## src/rtl/plant_pkg.sv

```systemverilog
// Shared types, LFSR constants and the signed clamp helper for the plant emulator.
package plant_pkg;

    typedef enum logic {
        IDLE = 1'b0,
        RUN  = 1'b1
    } state_e;

    // Galois, right-shifting form of x^16 + x^14 + x^13 + x^11
    localparam logic [15:0] LFSR_SEED = 16'hACE1;
    localparam logic [15:0] LFSR_TAPS = 16'hB400;

    function automatic logic signed [63:0] clamp_s(
        input logic signed [63:0] x,
        input logic signed [63:0] lo,
        input logic signed [63:0] hi
    );
        if (x < lo) begin
            return lo;
        end else if (x > hi) begin
            return hi;
        end
        return x;
    endfunction

endpackage

```

## src/rtl/plant_lfsr.sv

```systemverilog
// 16-bit Galois LFSR that steps once per enabled cycle and resets asynchronously to the seed.
import plant_pkg::*;

module plant_lfsr (
    input  logic        clk_i,
    input  logic        rst_ni,
    input  logic        step_i,
    output logic [15:0] lfsr_o
);

    logic [15:0] lfsr_q;
    logic [15:0] lfsr_d;

    always_comb begin
        lfsr_d = {1'b0, lfsr_q[15:1]} ^ (lfsr_q[0] ? LFSR_TAPS : '0);
    end

    always_ff @(posedge clk_i or negedge rst_ni) begin
        if (!rst_ni) begin
            lfsr_q <= LFSR_SEED;
        end else if (step_i) begin
            lfsr_q <= lfsr_d;
        end
    end

    assign lfsr_o = lfsr_q;

endmodule

```

## src/rtl/plant_emulator.sv

```systemverilog
// Fixed-point integrating plant driven by AXI-Stream effort and emitting AXI-Stream sensor samples.
// Define PLANT_NOISE_EN to build in LFSR pseudo-noise gated at runtime by noise_en.
import plant_pkg::*;

module plant_emulator #(
    parameter int W          = 16,
    parameter int GAIN_SHIFT = 11,
    parameter int NOISE_BITS = 4,
    parameter int SAMPLE_DIV = 1
) (
    input  logic         clk,
    input  logic         reset_n,
    input  logic         enable,
    input  logic         clear,
    input  logic         noise_en,
    input  logic [W-1:0] s_axis_tdata,
    input  logic         s_axis_tvalid,
    output logic         s_axis_tready,
    output logic [W-1:0] m_axis_tdata,
    output logic         m_axis_tvalid,
    input  logic         m_axis_tready,
    output logic         sat,
    output logic [7:0]   drop_cnt
);

    localparam int AW = W + GAIN_SHIFT + 1;
    localparam logic signed [63:0] ACC_MAX  = ((64'sd1 <<< (W - 1)) - 64'sd1) <<< GAIN_SHIFT;
    localparam logic signed [63:0] ACC_MIN  = -(64'sd1 <<< (W - 1 + GAIN_SHIFT));
    localparam logic signed [63:0] SAMP_MAX = (64'sd1 <<< (W - 1)) - 64'sd1;
    localparam logic signed [63:0] SAMP_MIN = -(64'sd1 <<< (W - 1));
    localparam logic [7:0]         DIV_LAST = 8'(SAMPLE_DIV - 1);

    state_e state_q, state_d;

    logic [7:0]           div_q, div_d;
    logic signed [AW-1:0] acc_q, acc_d;
    logic [W-1:0]         effort_q, effort_d;
    logic                 sat_q, sat_d;
    logic                 tvalid_q, tvalid_d;
    logic [W-1:0]         tdata_q, tdata_d;
    logic [7:0]           drop_q, drop_d;

    logic                 run;
    logic                 tick;
    logic                 s_hs;
    logic                 clamp_hit;
    logic signed [63:0]   acc_sum64;
    logic signed [63:0]   acc_next64;
    logic signed [63:0]   shifted64;
    logic signed [63:0]   noise64;
    logic signed [63:0]   samp_sum64;
    logic signed [63:0]   samp64;
    logic [W-1:0]         sample;
    logic                 unused_bits;

`ifdef PLANT_NOISE_EN
    logic [15:0] lfsr_w;

    plant_lfsr u_lfsr (
        .clk_i  (clk),
        .rst_ni (reset_n),
        .step_i (tick),
        .lfsr_o (lfsr_w)
    );

    always_comb begin
        noise64 = '0;
        if (noise_en) begin
            noise64 = {{(64 - NOISE_BITS - 1){lfsr_w[NOISE_BITS]}}, lfsr_w[NOISE_BITS:0]};
        end
    end

    assign unused_bits = ^{samp64[63:W], lfsr_w};
`else
    assign noise64     = '0;
    assign unused_bits = ^{samp64[63:W], noise_en};
`endif

    // FSM: state register
    always_ff @(posedge clk or negedge reset_n) begin
        if (!reset_n) begin
            state_q <= IDLE;
        end else begin
            state_q <= state_d;
        end
    end

    // FSM: next state
    always_comb begin
        state_d = state_q;
        case (state_q)
            IDLE:    if (enable)  state_d = RUN;
            RUN:     if (!enable) state_d = IDLE;
            default: state_d = IDLE;
        endcase
    end

    // FSM: outputs
    always_comb begin
        run           = (state_q == RUN);
        s_axis_tready = run;
    end

    assign s_hs = s_axis_tvalid && s_axis_tready;
    assign tick = run && !clear && (div_q == DIV_LAST);

    always_comb begin
        acc_sum64  = {{(64 - AW){acc_q[AW-1]}}, acc_q}
                   + {{(64 - W){effort_q[W-1]}}, effort_q};
        acc_next64 = clamp_s(acc_sum64, ACC_MIN, ACC_MAX);
        clamp_hit  = (acc_sum64 < ACC_MIN) || (acc_sum64 > ACC_MAX);
        shifted64  = acc_next64 >>> GAIN_SHIFT;
        samp_sum64 = shifted64 + noise64;
        samp64     = clamp_s(samp_sum64, SAMP_MIN, SAMP_MAX);
        sample     = samp64[W-1:0];
    end

    always_comb begin
        div_d    = div_q;
        acc_d    = acc_q;
        effort_d = effort_q;
        sat_d    = sat_q;
        tvalid_d = tvalid_q;
        tdata_d  = tdata_q;
        drop_d   = drop_q;

        // clear wins over the tick and the effort handshake; the output side is left alone
        if (clear) begin
            div_d    = '0;
            acc_d    = '0;
            effort_d = '0;
            sat_d    = 1'b0;
        end else if (run) begin
            div_d = (div_q == DIV_LAST) ? '0 : div_q + 8'd1;
            if (s_hs) begin
                effort_d = s_axis_tdata;
            end
            if (tick) begin
                acc_d = acc_next64[AW-1:0];
                sat_d = clamp_hit;
            end
        end else begin
            div_d = '0;
        end

        if (tick) begin
            if (!tvalid_q || m_axis_tready) begin
                tdata_d  = sample;
                tvalid_d = 1'b1;
            end else if (drop_q != '1) begin
                drop_d = drop_q + 8'd1;
            end
        end else if (tvalid_q && m_axis_tready) begin
            tvalid_d = 1'b0;
        end
    end

    always_ff @(posedge clk or negedge reset_n) begin
        if (!reset_n) begin
            div_q    <= '0;
            acc_q    <= '0;
            effort_q <= '0;
            sat_q    <= 1'b0;
            tvalid_q <= 1'b0;
            tdata_q  <= '0;
            drop_q   <= '0;
        end else begin
            div_q    <= div_d;
            acc_q    <= acc_d;
            effort_q <= effort_d;
            sat_q    <= sat_d;
            tvalid_q <= tvalid_d;
            tdata_q  <= tdata_d;
            drop_q   <= drop_d;
        end
    end

    assign m_axis_tdata  = tdata_q;
    assign m_axis_tvalid = tvalid_q;
    assign sat           = sat_q;
    assign drop_cnt      = drop_q;

endmodule
```

## config.mk

```make
export PLATFORM = sky130hd
export DESIGN_NAME = plant_emulator
export DESIGN_NICKNAME = d
export VERILOG_FILES = /design/src/rtl/plant_pkg.sv /design/src/rtl/plant_lfsr.sv /design/src/rtl/plant_emulator.sv
export SDC_FILE = /design/constraint.sdc
export NUM_CORES = 1
export LEC_CHECK = 0
export CAP_MARGIN = 15
export CORE_ASPECT_RATIO = 0.7
export CORE_UTILIZATION = 50
export DETAILED_ROUTE_END_ITERATION = 6
export HOLD_SLACK_MARGIN = 0.08
export PLACE_DENSITY = 0.71
export SLEW_MARGIN = 15
export SYNTH_ARGS = -nofsm -noshare
export SYNTH_HDL_FRONTEND = slang
export SYNTH_SLANG_ARGS = --single-unit
```

## constraint.sdc

```tcl
create_clock -name clk -period 5.3 [get_ports clk]
set_clock_uncertainty 0.1 [all_clocks]
set_input_delay 0.795 -clock clk [delete_from_list [all_inputs] [get_ports clk]]
set_output_delay 0.795 -clock clk [all_outputs]
set_load 0.02 [all_outputs]
```

; After elaboration in Yosys (flattened, before gate mapping)
; Index checks and enable logic that the tools add are counted.
[classes]
bitwise_logic = 1
eq_ne = 2
n_mux = 26
add_sub_neg = 3
magnitude_cmp = 4
n_reduce_logical = 18
[op_table]
columns = operator, n
row1 = 2-to-1 mux 64 bit, 3
row2 = 2-to-1 mux 16 bit, 6
row3 = 2-to-1 mux 28 bit, 3
row4 = "greater-than comparator 53 x 16 -> 1 bit, second input constant", 1
row5 = "less-than comparator 53 x 16 -> 1 bit, second input constant", 1
row6 = adder 28 x 16 -> 29 bit, 1
row7 = "greater-than comparator 29 x 27 -> 1 bit, second input constant", 1
row8 = "less-than comparator 29 x 27 -> 1 bit, second input constant", 1
row9 = 2-to-1 mux 8 bit, 3
row10 = "adder 8 x 1 -> 8 bit, second input constant", 2
row11 = 2-to-1 mux 1 bit, 11
row12 = logical NOT 8 bit, 1
row13 = "!= test 8 bit, second input constant", 1
row14 = AND reduction 2 bit, 4
row15 = nonzero test 2 bit, 4
row16 = logical AND 1 bit, 4
row17 = AND reduction 3 bit, 1
row18 = logical NOT 1 bit, 2
row19 = logical OR 1 bit, 2
row20 = "!= test 2 x 1 -> 1 bit, second input constant", 1
row21 = inverter 1 bit, 1
[word_totals]
register_bits = 79
input_bits = 23
output_inout_bits = 27
wordCells = 62

; Depth between registers and ports, before layout
[logic_depth]
ltp_word = 9
ltp_mapped = 13
depth_no_buf = 12

; Worst setup path after synthesis
; No wires, ideal clock.
[synth_path]
path_type = flip-flop to flip-flop
startpoint = register acc_q[0]
endpoint = register acc_q[14]
path_stages_with_launch = 14
arrival_time_ns = 3.352
setup_time_ns = 0.075
synth_period_minus_slack_ns = 3.527
required_time_ns = 5.125
n_path_buf = 1
path_slack_ns = 1.773
cell_sequence = dfrtp_1 -> ha_1 -> fa_1 -> a21o_1 -> a221oi_1 -> o2bb2ai_2 -> or4_1 -> a32oi_1 -> o2111ai_1 -> and4bb_1 -> a31o_4 -> buf_6 -> o21ba_4 -> o21ai_2
[synth_between]
elab_chain_cells = 8
word_cells_on_any_way = 10
classes_between = add/sub (1) / order compare (2) / mux (7)
[synth_lines]
columns = element, line
row1 = "start, declared", plant_emulator.sv:36  ; logic signed [AW-1:0] acc_q, acc_d;
row2 = "start signal, assigned", plant_emulator.sv:161  ; acc_q <= '0;
row3 = "start signal, assigned", plant_emulator.sv:169  ; acc_q <= acc_d;
row4 = adder 28 x 16 -> 29 bit (*), plant_emulator.sv:109  ; + {{(64 - W){effort_q[W-1]}}, effort_q};
row5 = greater-than comparator 29 x 27 -> 1 bit, plant_pkg.sv:20  ; end else if (x > hi) begin
row6 = 2-to-1 mux 1 bit, plant_pkg.sv:20
row7 = 2-to-1 mux 1 bit, plant_pkg.sv:18  ; if (x < lo) begin
row8 = 2-to-1 mux 64 bit (*), plant_pkg.sv:23  ; return x;
row9 = 2-to-1 mux 28 bit (*), plant_emulator.sv:138  ; if (tick) begin
row10 = 2-to-1 mux 28 bit (*), plant_emulator.sv:133  ; end else if (run) begin
row11 = 2-to-1 mux 28 bit (*), plant_emulator.sv:128  ; if (clear) begin
; Mark *: on every way between the ends. The rest lies on a longest branch, timed or not. The select of a mux whose other input is x is not followed.
; A chain may end at the register's enable or synchronous reset.

; Final worst setup path
[layout_path]
startpoint = register acc_q[0]
endpoint = register acc_q[8]
; The elaborated chain is that of the path after synthesis.

==> flow_results.org <==
** Clocking
- The tree built by TritonCTS fans out to 79 sinks.
- TritonCTS built the clock tree.
- H-tree depth reported by CTS :: 3
- Total of hold buffers inserted after clock tree synthesis :: 0
- After clock tree synthesis, the clock-pin slew on the worst setup and hold paths is 0.06 ns.
- Clock latency on the worst-skew pair :: 0.34 ns
- The tree is rooted in a sky130_fd_sc_hd__clkbuf_16.
- Once the clock tree was built, the setup fixing pass inserted 0 buffers.
- Longest Clk Path Bufs :: 2
- Post-cts sizing count :: 0
- Buffers inserted during clock tree synthesis total 9.

** Detailed routing
- Summed over all layers, the routed wires come to 13.2 mm.
- # DRC :: 0
- Number of nets with antenna violations after detailed routing :: 0
- Iteration-0 DRC count of the detailed router :: 291
- In the final routed layout, each cell accounts on average for 17.8 um.
- Via count :: 4568
- Detailed Routing Iterations Pass 1 :: 5
- Via/cell ratio :: 6.16

** Critical path
- STA classifies the critical path startpoint as a flip-flop.
- In this design, the largest share of critical-path delay is due to compound AO/OA/AOI/OAI gates.
- Highest net fanout along the worst path :: 17
- The setup path with the least slack is of type reg2reg.
- Largest stage delay on the critical path :: 0.75 ns
- The number of buffers and inverters on the critical path is 0.
- Crit path cell chain :: ha_1 > fa_1 > a21o_1 > a221o_1 > a221oi_4 > nor3_2 > o41ai_4 > o31ai_1 > o31ai_4 > nor2_1 > a22o_1
- STA puts the critical path data required time at 5.42 ns.
- Kind of end point of the critical path :: flip-flop
- Slowest-stage cell, CP :: sky130_fd_sc_hd__o31ai_4
- STA puts the critical path data arrival time at 4.67 ns.

** Die
- Once the floorplan was initialized, standard cells occupied 51.9% of the core.
- The floorplan step defined a die boundary enclosing 10500 um2.
- In this run the vertical extent of the chip is 86.2 um.
- IO Count :: 50
- Floorplan die width :: 122 um
- Core Rows :: 30
- The total area inside the core boundary comes to 9760 um2.

** Power and ir drop
- Clk network pwr share :: 34.5%
- In this run, flip-flops and latches consume 38.6% of the power.
- The share of total power dissipated in combinational logic is 26.9%.
- Power spread over the standard cell area amounts to 319 nW/um2.
- Net switching is 33.5% of the power.
- Worst supply voltage drop on vdd :: 0.250 mV
- For this design the total switching power over the nets is 631 uW.
- Static leakage :: 2.69 nW
- Cell internal power was estimated by the tool at 1.25 mW.

** Place
- Detailed placer's ending HPWL :: 9.72 mm
- Routability-driven placement finished with a final weighted congestion of 0.950.
- Port Buffers :: 48
- At the placement stage, the worst setup path has a slack of 0.836 ns.
- Including well taps, the total number of placed cells is 725.

** Yosys
- Yosys warnings :: 0
- Synthesized Nets :: 628
- Number of distinct library cells after synthesis :: 72
- Post-synthesis instance total :: 573
- The most used flip-flop cell after synthesis is sky130_fd_sc_hd__dfrtp_1.
- Mean post-synth cell area :: 8.83 um2
- Synth area leader :: sky130_fd_sc_hd__dfrtp_1
- Top-area cell type share of the netlist area :: 39.1%
- Cell types occupying the most area after synthesis :: sky130_fd_sc_hd__dfrtp_1 (39%), sky130_fd_sc_hd__ha_1 (7.7%), sky130_fd_sc_hd__nand2_1 (7.6%)
- EDFF count, synth :: 0
- After synthesis the cells add up to 5060 um2.
- After synthesis the netlist holds a flip-flop and latch count of 79.
- Proportion of register bits with asynchronous set or reset after synthesis :: 100%
- The share of the Yosys chip area taken by registers is 39.1%.

** Final layout
- The post-route netlist has 6.20% of its cells at a drive strength greater than 1.
- Synthesis-to-finish area growth :: 16.6%
- The number of antenna diodes in the final layout is 0.
- Cells fill 60.5% of the core in the end.
- The finished layout holds 741 standard cells, fillers aside.
- Fill cells in the final layout number 876.
- At the end of the flow, the number of nets in the layout was 663.

** Global routing
- GR Util All Layers :: 26.8%
- The number of antenna violations at the first check in global routing is 0.
- Maximum number of pins on one net before global-route repair :: 80
- Global routing finished with a remaining overflow of 0.
- The via count of the first global-routing pass came to 4334.
- First-pass GRT wire length :: 22.0 mm

** Timing
- Final critical delay including setup and external delays :: 4.54 ns
- Worst hold slack :: 0.380 ns
- TNS Setup :: 0 ns
- Max-slew headroom :: 33.9%
- For the pin with the worst max-slew slack, the measured transition is 0.991 ns.
- Timing would allow up to 0.220 GHz.
- RSZ-0062 raised after global routing :: false
- Count of pins over their slew limit :: 0
- The worst path meets setup with 0.756 ns of slack.
- Number of hold violations in the final report :: 0
- Period Utilization, post-route :: 85.7%
- Final setup viols :: 0

** Run status
- Result of the run :: finished, final reports clean

** Run
- Max-cap violations in this run came to 0.

** Worst hold path
- Type of the worst min-delay path :: reg2reg
power by group through the flow:
stage | sequential [mW] | clock (mW) | combinational [mW]
CTS | 0.726 | 0.658 | 0.504
floorplan | 0.784 | 0 | 0.240
global route | 0.735 | 0.681 | 0.553
detailed placement | 0.734 | 0 | 0.499
finish | 0.726 | 0.650 | 0.506
global placement | 0.732 | 0 | 0.489
final cells by class:
type | instances | area [um2] | share of cell area (%)
Timing Repair Buffer | 49 | 485 | 8.22
Tap cell | 128 | 160 | 2.71
Inverter | 11 | 41.3 | 0.699
Multi-Input combinational cell | 458 | 2940 | 49.7
Sequential cell | 79 | 1980 | 33.5
Clock inverter | 7 | 78.8 | 1.34
Clock buffer | 9 | 225 | 3.82
cell families after synthesis:
| logic type | count (synthesis) | synth area share [%] |
|---|---|---|
| buf+inv | 36 | 3.02 |
| flops | 79 | 39.1 |
| compound gates | 171 | 23.7 |
| simple gates | 225 | 20.9 |
| xor+xnor | 28 | 4.85 |
| mux | 2 | 0.420 |
| fa+ha+maj | 32 | 8.06 |
tightest hold or removal path, stage by stage (launching register included):
cell and delay [ns]:
sky130_fd_sc_hd__dfrtp_1 0.35, sky130_fd_sc_hd__nand2_1 0.05, sky130_fd_sc_hd__nand2_1 0.05
sequential cells by signal, summed over array words and instances, names as in the netlist:
| register | cells |
|---|---|
| acc_q | 28 |
| div_q | 8 |
| drop_cnt | 8 |
| effort_q | 16 |
| m_axis_tdata | 16 |
| m_axis_tvalid | 1 |
| s_axis_tready | 1 |
| sat | 1 |
stage by stage:
step	power, mW	area, um2
after CTS	1.89	5900
after global routing	1.97	5900
after global placement	1.22	5600
after detailed placement	1.23	5600
final	1.88	5900
after floorplan	1.02	5060
layer usage:
metal | share of wire [%] | vias up | global-route usage, % | routed length, um
met5 | 0 | - | 0 | 0
met1 | 50 | 2245 | 40.6 | 6510
met3 | 7.1 | 16 | 5.86 | 932
li1 | - | 2167 | - | -
met2 | 42 | 140 | 38.6 | 5520
met4 | 1.4 | 0 | 6.76 | 184
synthesized netlist by cell type (6+ instances only):
library cell	count
sky130_fd_sc_hd__a21o_1	13
sky130_fd_sc_hd__a21oi_1	44
sky130_fd_sc_hd__a22o_1	7
sky130_fd_sc_hd__and2_1	6
sky130_fd_sc_hd__and3_1	14
sky130_fd_sc_hd__and4_1	6
sky130_fd_sc_hd__buf_2	7
sky130_fd_sc_hd__clkbuf_1	16
sky130_fd_sc_hd__dfrtp_1	79
sky130_fd_sc_hd__ha_1	31
sky130_fd_sc_hd__inv_1	11
sky130_fd_sc_hd__nand2_1	103
sky130_fd_sc_hd__nand3_1	10
sky130_fd_sc_hd__nand4_1	10
sky130_fd_sc_hd__nor2_1	40
sky130_fd_sc_hd__nor3_1	15
sky130_fd_sc_hd__o21ai_0	28
sky130_fd_sc_hd__o21ai_1	16
sky130_fd_sc_hd__o31ai_1	8
sky130_fd_sc_hd__xnor2_1	14
sky130_fd_sc_hd__xor2_1	14
cells in the final DEF, fill, tap and decap left out, types with 15 or more instances in the layout:
master / count
sky130_fd_sc_hd__nand2_1: 103
sky130_fd_sc_hd__dfrtp_1: 79
sky130_fd_sc_hd__clkdlybuf4s50_1: 47
sky130_fd_sc_hd__a21oi_1: 43
sky130_fd_sc_hd__nor2_1: 40
sky130_fd_sc_hd__ha_1: 31
sky130_fd_sc_hd__o21ai_0: 28
sky130_fd_sc_hd__o21ai_1: 16
sky130_fd_sc_hd__nor3_1: 15
final timing paths:
kind | cells past startpoint | slack [ns] | startpoint | end
max in group asynchronous | 1 | 3.94 | reset_n | acc_q[3]
worst max-delay path | 11 | 0.76 | acc_q[0] | acc_q[8]
worst min-delay path | 2 | 0.38 | sat | sat
worst min register to register | 2 | 0.38 | sat | sat
worst max register to register | 11 | 0.76 | acc_q[0] | acc_q[8]
min in group asynchronous | 1 | 0.50 | reset_n | acc_q[24]
Power figures use the tool's default switching activity.
